===== src/rtl/ram_arbiter.sv =====
// Round-robin arbiter and access sequencer between a multi-nibble fetch port
// and a single-nibble data port sharing one narrow RAM.
module ram_arbiter #(
    parameter int unsigned ADDR_W      = 12,
    parameter int unsigned DATA_W      = 4,
    parameter int unsigned FETCH_BEATS = 4
) (
    input  logic                          clk,
    input  logic                          rst_n,
    input  logic                          f_req,
    input  logic [ADDR_W-1:0]             f_addr,
    output logic                          f_ack,
    output logic [DATA_W*FETCH_BEATS-1:0] f_data,
    input  logic                          d_req,
    input  logic                          d_we,
    input  logic [ADDR_W-1:0]             d_addr,
    input  logic [DATA_W-1:0]             d_wdata,
    output logic                          d_ack,
    output logic [DATA_W-1:0]             d_rdata,
    output logic                          busy,
    output logic                          ram_we,
    output logic                          ram_re,
    output logic [ADDR_W-1:0]             ram_addr,
    output logic [DATA_W-1:0]             ram_din,
    input  logic [DATA_W-1:0]             ram_dout
);

    localparam int unsigned F_W    = DATA_W * FETCH_BEATS;
    localparam int unsigned BEAT_W = (FETCH_BEATS > 1) ? $clog2(FETCH_BEATS) : 1;
    localparam logic [BEAT_W-1:0] LAST_BEAT = BEAT_W'(FETCH_BEATS - 1);

    typedef enum logic [2:0] {
        S_IDLE,
        S_FETCH,
        S_DATA,
        S_RESP_F,
        S_RESP_D
    } state_t;

    state_t              r_state;
    logic                r_last_data;
    logic [BEAT_W-1:0]   r_beat;
    logic                r_f_ack;
    logic [F_W-1:0]      r_f_data;
    logic                r_d_ack;
    logic [DATA_W-1:0]   r_d_rdata;
    logic                r_busy;
    logic                r_ram_we;
    logic                r_ram_re;
    logic [ADDR_W-1:0]   r_ram_addr;
    logic [DATA_W-1:0]   r_ram_din;
    logic                w_grant_f;

    // Fetch wins when alone or when data was served last.
    assign w_grant_f = f_req & (~d_req | r_last_data);

    always_ff @(posedge clk) begin
        if (!rst_n) begin
            r_state     <= S_IDLE;
            r_last_data <= 1'b1;
            r_beat      <= '0;
            r_f_ack     <= 1'b0;
            r_f_data    <= '0;
            r_d_ack     <= 1'b0;
            r_d_rdata   <= '0;
            r_busy      <= 1'b0;
            r_ram_we    <= 1'b0;
            r_ram_re    <= 1'b0;
            r_ram_addr  <= '0;
            r_ram_din   <= '0;
        end else begin
            r_f_ack <= 1'b0;
            r_d_ack <= 1'b0;
            case (r_state)
                S_IDLE: begin
                    // The RAM strobe registers double as the latched request.
                    if (w_grant_f) begin
                        r_state     <= S_FETCH;
                        r_last_data <= 1'b0;
                        r_beat      <= '0;
                        r_busy      <= 1'b1;
                        r_ram_re    <= 1'b1;
                        r_ram_addr  <= f_addr;
                    end else if (d_req) begin
                        r_state     <= S_DATA;
                        r_last_data <= 1'b1;
                        r_busy      <= 1'b1;
                        r_ram_we    <= d_we;
                        r_ram_re    <= ~d_we;
                        r_ram_addr  <= d_addr;
                        r_ram_din   <= d_wdata;
                    end
                end
                S_FETCH: begin
                    // Shift left so beat 0 ends up in the top nibble.
                    r_f_data <= F_W'({r_f_data, ram_dout});
                    if (r_beat == LAST_BEAT) begin
                        r_state    <= S_RESP_F;
                        r_f_ack    <= 1'b1;
                        r_ram_re   <= 1'b0;
                        r_ram_addr <= '0;
                    end else begin
                        r_beat     <= r_beat + BEAT_W'(1);
                        r_ram_addr <= r_ram_addr + ADDR_W'(1);
                    end
                end
                S_DATA: begin
                    if (!r_ram_we) begin
                        r_d_rdata <= ram_dout;
                    end
                    r_state    <= S_RESP_D;
                    r_d_ack    <= 1'b1;
                    r_ram_we   <= 1'b0;
                    r_ram_re   <= 1'b0;
                    r_ram_addr <= '0;
                    r_ram_din  <= '0;
                end
                S_RESP_F, S_RESP_D: begin
                    r_state <= S_IDLE;
                    r_busy  <= 1'b0;
                end
                default: begin
                    r_state <= S_IDLE;
                    r_busy  <= 1'b0;
                end
            endcase
        end
    end

    assign f_ack    = r_f_ack;
    assign f_data   = r_f_data;
    assign d_ack    = r_d_ack;
    assign d_rdata  = r_d_rdata;
    assign busy     = r_busy;
    assign ram_we   = r_ram_we;
    assign ram_re   = r_ram_re;
    assign ram_addr = r_ram_addr;
    assign ram_din  = r_ram_din;

endmodule


===== config.mk =====
export PLATFORM = sky130hd
export DESIGN_NAME = ram_arbiter
export DESIGN_NICKNAME = d
export VERILOG_FILES = /design/src/rtl/ram_arbiter.sv
export SDC_FILE = /design/constraint.sdc
export NUM_CORES = 1
export LEC_CHECK = 0
export ABC_AREA = 1
export CAP_MARGIN = 0
export CORE_MARGIN = 1.5
export CORE_UTILIZATION = 45
export DETAILED_ROUTE_END_ITERATION = 16
export HOLD_SLACK_MARGIN = 0.03
export PLACE_DENSITY_LB_ADDON = 0.25
export SYNTH_ARGS = -nofsm -noshare
export SYNTH_HDL_FRONTEND = slang
export SYNTH_SLANG_ARGS = --single-unit

===== constraint.sdc =====
create_clock -name clk -period 1.4 [get_ports clk]
set_input_delay 0.21 -clock clk [delete_from_list [all_inputs] [get_ports clk]]
set_output_delay 0.21 -clock clk [all_outputs]
set_load 0.03 [all_outputs]

==> results.py, run 1 <==
metrics = {
    "global_routing": {
        "grt_usage": 0.253,
        "grt-ovfl-total": 0,
        "grt_pass1_wl_microns": 10700,
        "grt_pass1_vias": 2350,
        "antenna_found_initial": 0,
        "grt_max_degree": 21,
    },
    "floorplan": {
        "start_util": 0.478,
        "rows": 25,
        "core_area_sq_um": 4820,
        "io_pins": 78,
        "die_area_sq_um": 5560,
        "die_y_microns": 74.5,
        "die_w_microns": 74.5,
    },
    "placement": {
        "place_ws_ns": -0.381,
        "globalplace.congestion": 0.999,
        "place_area_sq_um": 3330,
        "io_buffers": 77,
        "place_hpwl_microns": 5050,
        "dp_cells": 515,
    },
    "setup_path": {
        "critPathKind": "flop to flop",
        "timing.rr.end": "ram_addr[3]",
        "critical_path.endpoint": "ram_addr[3]",
        "r2r_slack_ns": 0.04,
        "cp_max_fo": 13,
        "cp.arrival_ns": 1.56,
        "required_ns": 1.60,
        "ff2ff_path_depth": 10,
        "startpoint": "r_last_data",
        "endpoint_kind": "flop",
        "cp-start-kind": "flop",
        "r2r-start": "r_last_data",
    },
    "timing": {
        "setup-violations-final": 0,
        "fmax_mhz": 734,
        "maxSlewHeadroom": 0.780,
        "hold_viol": 0,
        "holdWs_ns": 0.452,
        "min_period_ns": 1.36,
        "setup_slack_ns": 0.0375,
        "post-route-period-util": 0.973,
        "worst_pin_slew_ns": 0.331,
        "slew_viol_final": 0,
        "finalClockSkew_ns": 0.00199,
        "tns_ns": 0,
    },
    "layout": {
        "instances_no_fill": 527,
        "antenna-diode-count": 0,
        "final_area_sq_um": 3510,
        "layout-drive-gt1-share": 0.174,
        "fin_nets": 499,
        "fin_util": 0.730,
        "area_growth_pct": 52.6,
    },
    "clock_tree": {
        "cts.sinks": 47,
        "cts-root-buf": "clkbuf_8",
        "cts_buffers": 5,
        "clk_pin_slew_worst_paths_ns": 0.08,
        "clk_path_buf_depth": 2,
        "cts_htree_levels": 2,
        "insertion_delay_ns": 0.29,
        "cts_tree": "done",
    },
    "synth": {
        "yosys_warnings": 0,
        "yosysUniqueCellTypes": 29,
        "ys_ff_latch": 47,
        "avgSynthCellArea_sq_um": 6.54,
        "ys_seq_area_frac": 0.408,
        "syn-num-nets": 391,
        "synth.cell_area_sq_um": 2300,
        "netlist_instances": 352,
    },
    "routing": {
        "drtIter0Drc": 176,
        "wl_per_cell_microns": 13.3,
        "vias_per_cell": 4.99,
        "ant_nets": 0,
        "wl_microns": 7040,
        "firstDrtPassIters": 4,
        "remaining_drc_errors": 0,
        "num_vias": 2629,
    },
    "hold_path": {
        "hp-class": "flop to flop",
    },
    "outcome": {
        "status": "finished, final reports clean",
    },
    "power": {
        "switching_power_mw": 2.01,
        "total_power_mw": 4.77,
        "p_comb_frac": 0.466,
        "leakage_nw": 1.70,
        "p_per_area_nw_per_um2": 1360,
        "pwr-share-seq": 0.369,
        "ir_drop_v": 0.000868,
        "intPower_mw": 2.76,
        "p_sw_frac": 0.422,
        "clock_power_share": 0.165,
    },
    "job": {
        "max_cap_violations": 0,
    },
}
## logic make-up (layout without fill, tap and decap cells)
group / Yosys count / in the layout / synth area share
buffers and inverters: 43 / 151 / 0.0798
flip-flops: 47 / 47 / 0.408
AO/OA/AOI/OAI: 61 / 61 / 0.139
AND/OR/NAND/NOR: 199 / 199 / 0.362
adder cells (fa/ha/maj): 2 / 2 / 0.0109
## placed cells by master, fill, tap and decap left out, types with 2 or more instances in the layout
cell / n
a21oi_1: 40
buf_12: 3
buf_4: 32
clkbuf_8: 5
clkdlybuf4s50_1: 34
dfxtp_1: 41
dfxtp_2: 4
dfxtp_4: 2
dlygate4sd2_1: 41
inv_1: 25
inv_2: 6
nand2_1: 118
nand2_2: 3
nand2_4: 4
nand3_1: 21
nand3b_1: 3
nor2_1: 36
nor2_2: 5
nor2_4: 4
o21ai_0: 8
o21ai_1: 3
o21ai_2: 3
o21bai_1: 3
## how the worst min path moves through the flow
stage                     startpoint            to  slack, ns  cells after the start
after floorplan                rst_n  ram_addr[11]       0.33                      2
after global placement    ram_din[0]    ram_din[0]       0.44                      2
after detailed placement  ram_din[3]    ram_din[3]       0.44                      2
after CTS                 ram_din[3]    ram_din[3]       0.46                      2
after global routing      ram_din[0]    ram_din[0]       0.48                      2
final                     ram_din[1]    ram_din[1]       0.45                      2
## Yosys cell counts
library cell	n	area [sq um]
a31oi_1	1	6.26
clkbuf_1	4	15.0
nand2_2	3	18.8
dfxtp_1	47	941
o21bai_1	3	22.5
nor4_1	1	6.26
clkinv_1	1	3.75
nand3_2	1	10.0
nor2_2	2	12.5
or2_2	1	6.26
a21oi_1	41	205
nand2_1	121	454
inv_2	1	3.75
nand3_1	21	105
nor2_4	2	22.5
nor2_1	41	154
buf_4	3	22.5
o21ai_0	9	45.0
o211ai_1	1	7.51
nand3b_1	3	22.5
ha_1	2	25.0
buf_2	3	15.0
nand4_1	1	6.26
buf_6	1	11.3
nor3_1	1	5.00
o21ai_1	5	25.0
inv_1	30	113
a21boi_1	1	7.51
nand2_4	1	11.3
## flip-flops by register name, indices dropped and copies added, names as in the netlist
| register | count |
|---|---|
| r_last_data | 1 |
| r_beat | 2 |
| ram_addr | 12 |
| ram_din | 4 |
| f_data | 16 |
| d_ack | 1 |
| f_ack | 1 |
| busy | 1 |
| d_rdata | 4 |
| r_state | 3 |
| ram_we | 1 |
| ram_re | 1 |
## final cells by class
class	instances	area, sq um
sequential	47	953
inverter	32	120
tap	67	83.8
clock buffer	5	68.8
clock inverter	2	13.8
multi-input combinational	262	1260
timing repair buffer	112	1020
fill	425	1300
## critical path: stages (launching register included)
cell and delay [ns]:
dfxtp_2 0.33, inv_2 0.08, nand2_4 0.06, nand2_4 0.11, nand2_4 0.07, nor2_4 0.15, nor2_4 0.05, buf_12 0.14
buf_4 0.14, o21ai_2 0.10, nor2_1 0.04
## metal layers
metal | GRT usage | routed length (microns)
met4 | 0.0586 | 140
met3 | 0.0664 | 469
met5 | 0 | 0
met1 | 0.326 | 3010
met2 | 0.426 | 3420
## what timing repair did
| action | 4_1_cts | 5_1_grt |
|---|---|---|
| setup buffers | 2 | 4 |
| pin swaps | 1 | 8 |
| hold buffers | 0 | 0 |
| setup endpoints to repair | 48 | 20 |
| resized for setup | 43 | 35 |
## power by group through the flow
stage                     registers, mW  clock network [mW]  logic, mW
after floorplan                    2.09                   0      0.902
after CTS                          1.73               0.810       2.08
after detailed placement           1.76                   0       2.13
after global placement             1.76                   0       2.10
final                              1.76               0.789       2.22
after global routing               1.78               0.853       2.43
No activity file was read; power rests on OpenSTA's default activity.
==> inputs of run 2 (changes only) <==
--- a/config.mk
+++ b/config.mk
@@ -7,11 +7,14 @@
 export LEC_CHECK = 0
 export ABC_AREA = 1
 export CAP_MARGIN = 0
+export CORE_ASPECT_RATIO = 0.6
 export CORE_MARGIN = 1.5
 export CORE_UTILIZATION = 45
+export CTS_BUF_LIST = sky130_fd_sc_hd__clkbuf_16
 export DETAILED_ROUTE_END_ITERATION = 16
 export HOLD_SLACK_MARGIN = 0.03
 export PLACE_DENSITY_LB_ADDON = 0.25
+export RECOVER_POWER = 25
 export SYNTH_ARGS = -nofsm -noshare
 export SYNTH_HDL_FRONTEND = slang
 export SYNTH_SLANG_ARGS = --single-unit
==> run 2 against run 1 <==
Total power is 12% higher; routed wire length is 0.14% lower; combinational power is 8% lower; hold slack worse by 0.0063 ns; clock power is 95% higher; flip-flop and latch count stayed put; non-clock buffer count is 8 lower; cell count is 2.1% lower.
==> results.py, run 2 (synthesized netlist as in run 1, its figures left out) <==
metrics = {
    "outcome": {
        "status": "finished, final reports clean",
    },
    "placement": {
        "dp_cells": 507,
        "io_buffers": 77,
        "place_hpwl_microns": 5150,
        "globalplace.congestion": 0.847,
    },
    "power": {
        "p_per_area_nw_per_um2": 1530,
        "ir_drop_v": 0.000799,
        "leakage_nw": 1.69,
        "total_power_mw": 5.32,
    },
    "routing": {
        "num_vias": 2589,
        "drtIter0Drc": 91,
        "remaining_drc_errors": 0,
        "vias_per_cell": 5.02,
        "wl_per_cell_microns": 13.6,
        "wl_microns": 7030,
        "firstDrtPassIters": 4,
        "ant_nets": 0,
    },
    "floorplan": {
        "die_area_sq_um": 5570,
        "core_area_sq_um": 4750,
        "start_util": 0.484,
        "rows": 19,
        "io_pins": 78,
        "die_y_microns": 58.4,
        "die_w_microns": 95.4,
    },
    "setup_path": {
        "required_ns": 1.19,
        "crit_cells": 1,
        "cp-start-kind": "flop",
        "r2r-start": "ram_addr[0]",
        "critPathKind": "flop to primary output",
        "cpLargestDelayFamily": "buffers and inverters",
        "endpoint_kind": "primary output",
        "critical_path.endpoint": "ram_addr[2]",
        "crit_path_top_delay_cell": "dlygate4sd2_1",
        "r2r_slack_ns": 0.07,
        "startpoint": "ram_addr[2]",
        "cp_max_fo": 6,
        "ff2ff_path_depth": 9,
        "crit_buf_inv": 1,
        "crit_chain": "dlygate4sd2_1",
        "timing.rr.end": "ram_addr[10]",
        "cpPeakStageDelay_ns": 0.43,
        "cp.arrival_ns": 1.14,
    },
    "global_routing": {
        "grt_pass1_vias": 2429,
        "grt_pass1_wl_microns": 11300,
        "grt_usage": 0.264,
        "grt-ovfl-total": 0,
        "grt_max_degree": 21,
        "antenna_found_initial": 0,
    },
    "hold_path": {
        "hp-class": "flop to flop",
    },
    "clock_tree": {
        "clk_pin_slew_worst_paths_ns": 0.06,
        "cts_tree": "done",
        "cts_buffers": 5,
        "cts_htree_levels": 2,
        "insertion_delay_ns": 0.29,
        "postCtsHoldBufs": 0,
        "cts.sinks": 47,
        "cts-root-buf": "clkbuf_16",
        "clk_path_buf_depth": 2,
    },
    "layout": {
        "layout-drive-gt1-share": 0.126,
        "area_growth_pct": 50.7,
        "final_cell_mix": "119 x nand2_1, 42 x dfxtp_1, 42 x dlygate4sd2_1",
        "final_common_cell": "nand2_1",
        "fin_nets": 491,
        "largest_register_ffs": 16,
        "antenna-diode-count": 0,
        "instances_no_fill": 516,
        "n_fill_cell": 406,
    },
    "timing": {
        "setup-violations-final": 0,
        "slew_viol_final": 0,
        "fmax_mhz": 738,
        "tns_ns": 0,
        "min_period_ns": 1.35,
        "finalClockSkew_ns": 0.00209,
        "maxSlewHeadroom": 0.722,
        "post-route-period-util": 0.968,
        "worst_pin_slew_ns": 0.416,
        "hold_viol": 0,
        "rsz0062_at_grt": "true",
        "holdWs_ns": 0.446,
    },
    "job": {
        "max_cap_violations": 0,
    },
}
==> run 2: cell count changes in the layout (fill, tap and decap cells not counted), sizes merged, moves of 2 or more <==
cell,previous run,this run
clkbuf,6,9
buf,35,23
bufinv,0,2
clkinv,3,1
==> run 2: layout make-up <==
class	count	area [sq um]	area share
multi-input cells	262	1210	0.348
flip-flops and latches	47	947	0.273
well taps	63	78.8	0.0227
clock buffers	5	125	0.0360
clock inverters	3	63.8	0.0184
inverters	32	120	0.0346
repair buffers	104	930	0.268
==> run 2: power by group <==
group	total [mW]	internal (mW)	switching, mW	leakage (nW)
clock network	1.54	1.02	0.519	0.0952
registers	1.74	1.56	0.179	0.386
logic	2.05	0.751	1.29	1.21
total	5.32	3.33	1.99	1.69
==> run 2: routing by layer <==
| metal | global-route usage | wire length (microns) |
|---|---|---|
| met5 | 0 | 0 |
| met3 | 0.0478 | 610 |
| met2 | 0.408 | 2970 |
| met4 | 0.0576 | 45 |
| met1 | 0.386 | 3400 |
==> run 2: timing repair <==
action / 4_1_cts / 5_1_grt
gates resized for setup: 44 / 15
pin swaps: 1 / 1
endpoints found under the setup margin: 51 / 23
setup buffers: 1 / 0
cloned: 0 / 0
endpoints found under the hold margin: 0 / 0
==> run 2: how the worst min path moves through the flow <==
stage,start,slack (ns),end,depth (start not counted)
floorplan,rst_n,0.33,ram_addr[11],2
global placement,ram_din[1],0.44,ram_din[1],2
detailed placement,ram_din[2],0.44,ram_din[2],2
CTS,ram_din[2],0.45,ram_din[2],2
global route,ram_din[0],0.46,ram_din[0],2
finish,ram_din[0],0.45,ram_din[0],2
==> run 2: per-stage QoR <==
stage                     utilization  worst slack, ns  instance area [sq um]
after floorplan                     -           0.0329                   2310
after global placement          0.694           -0.244                   3300
after detailed placement        0.694           -0.288                   3300
after CTS                       0.729          0.00145                   3460
after global routing            0.730          -0.0311                   3470
final                           0.730           0.0454                   3470
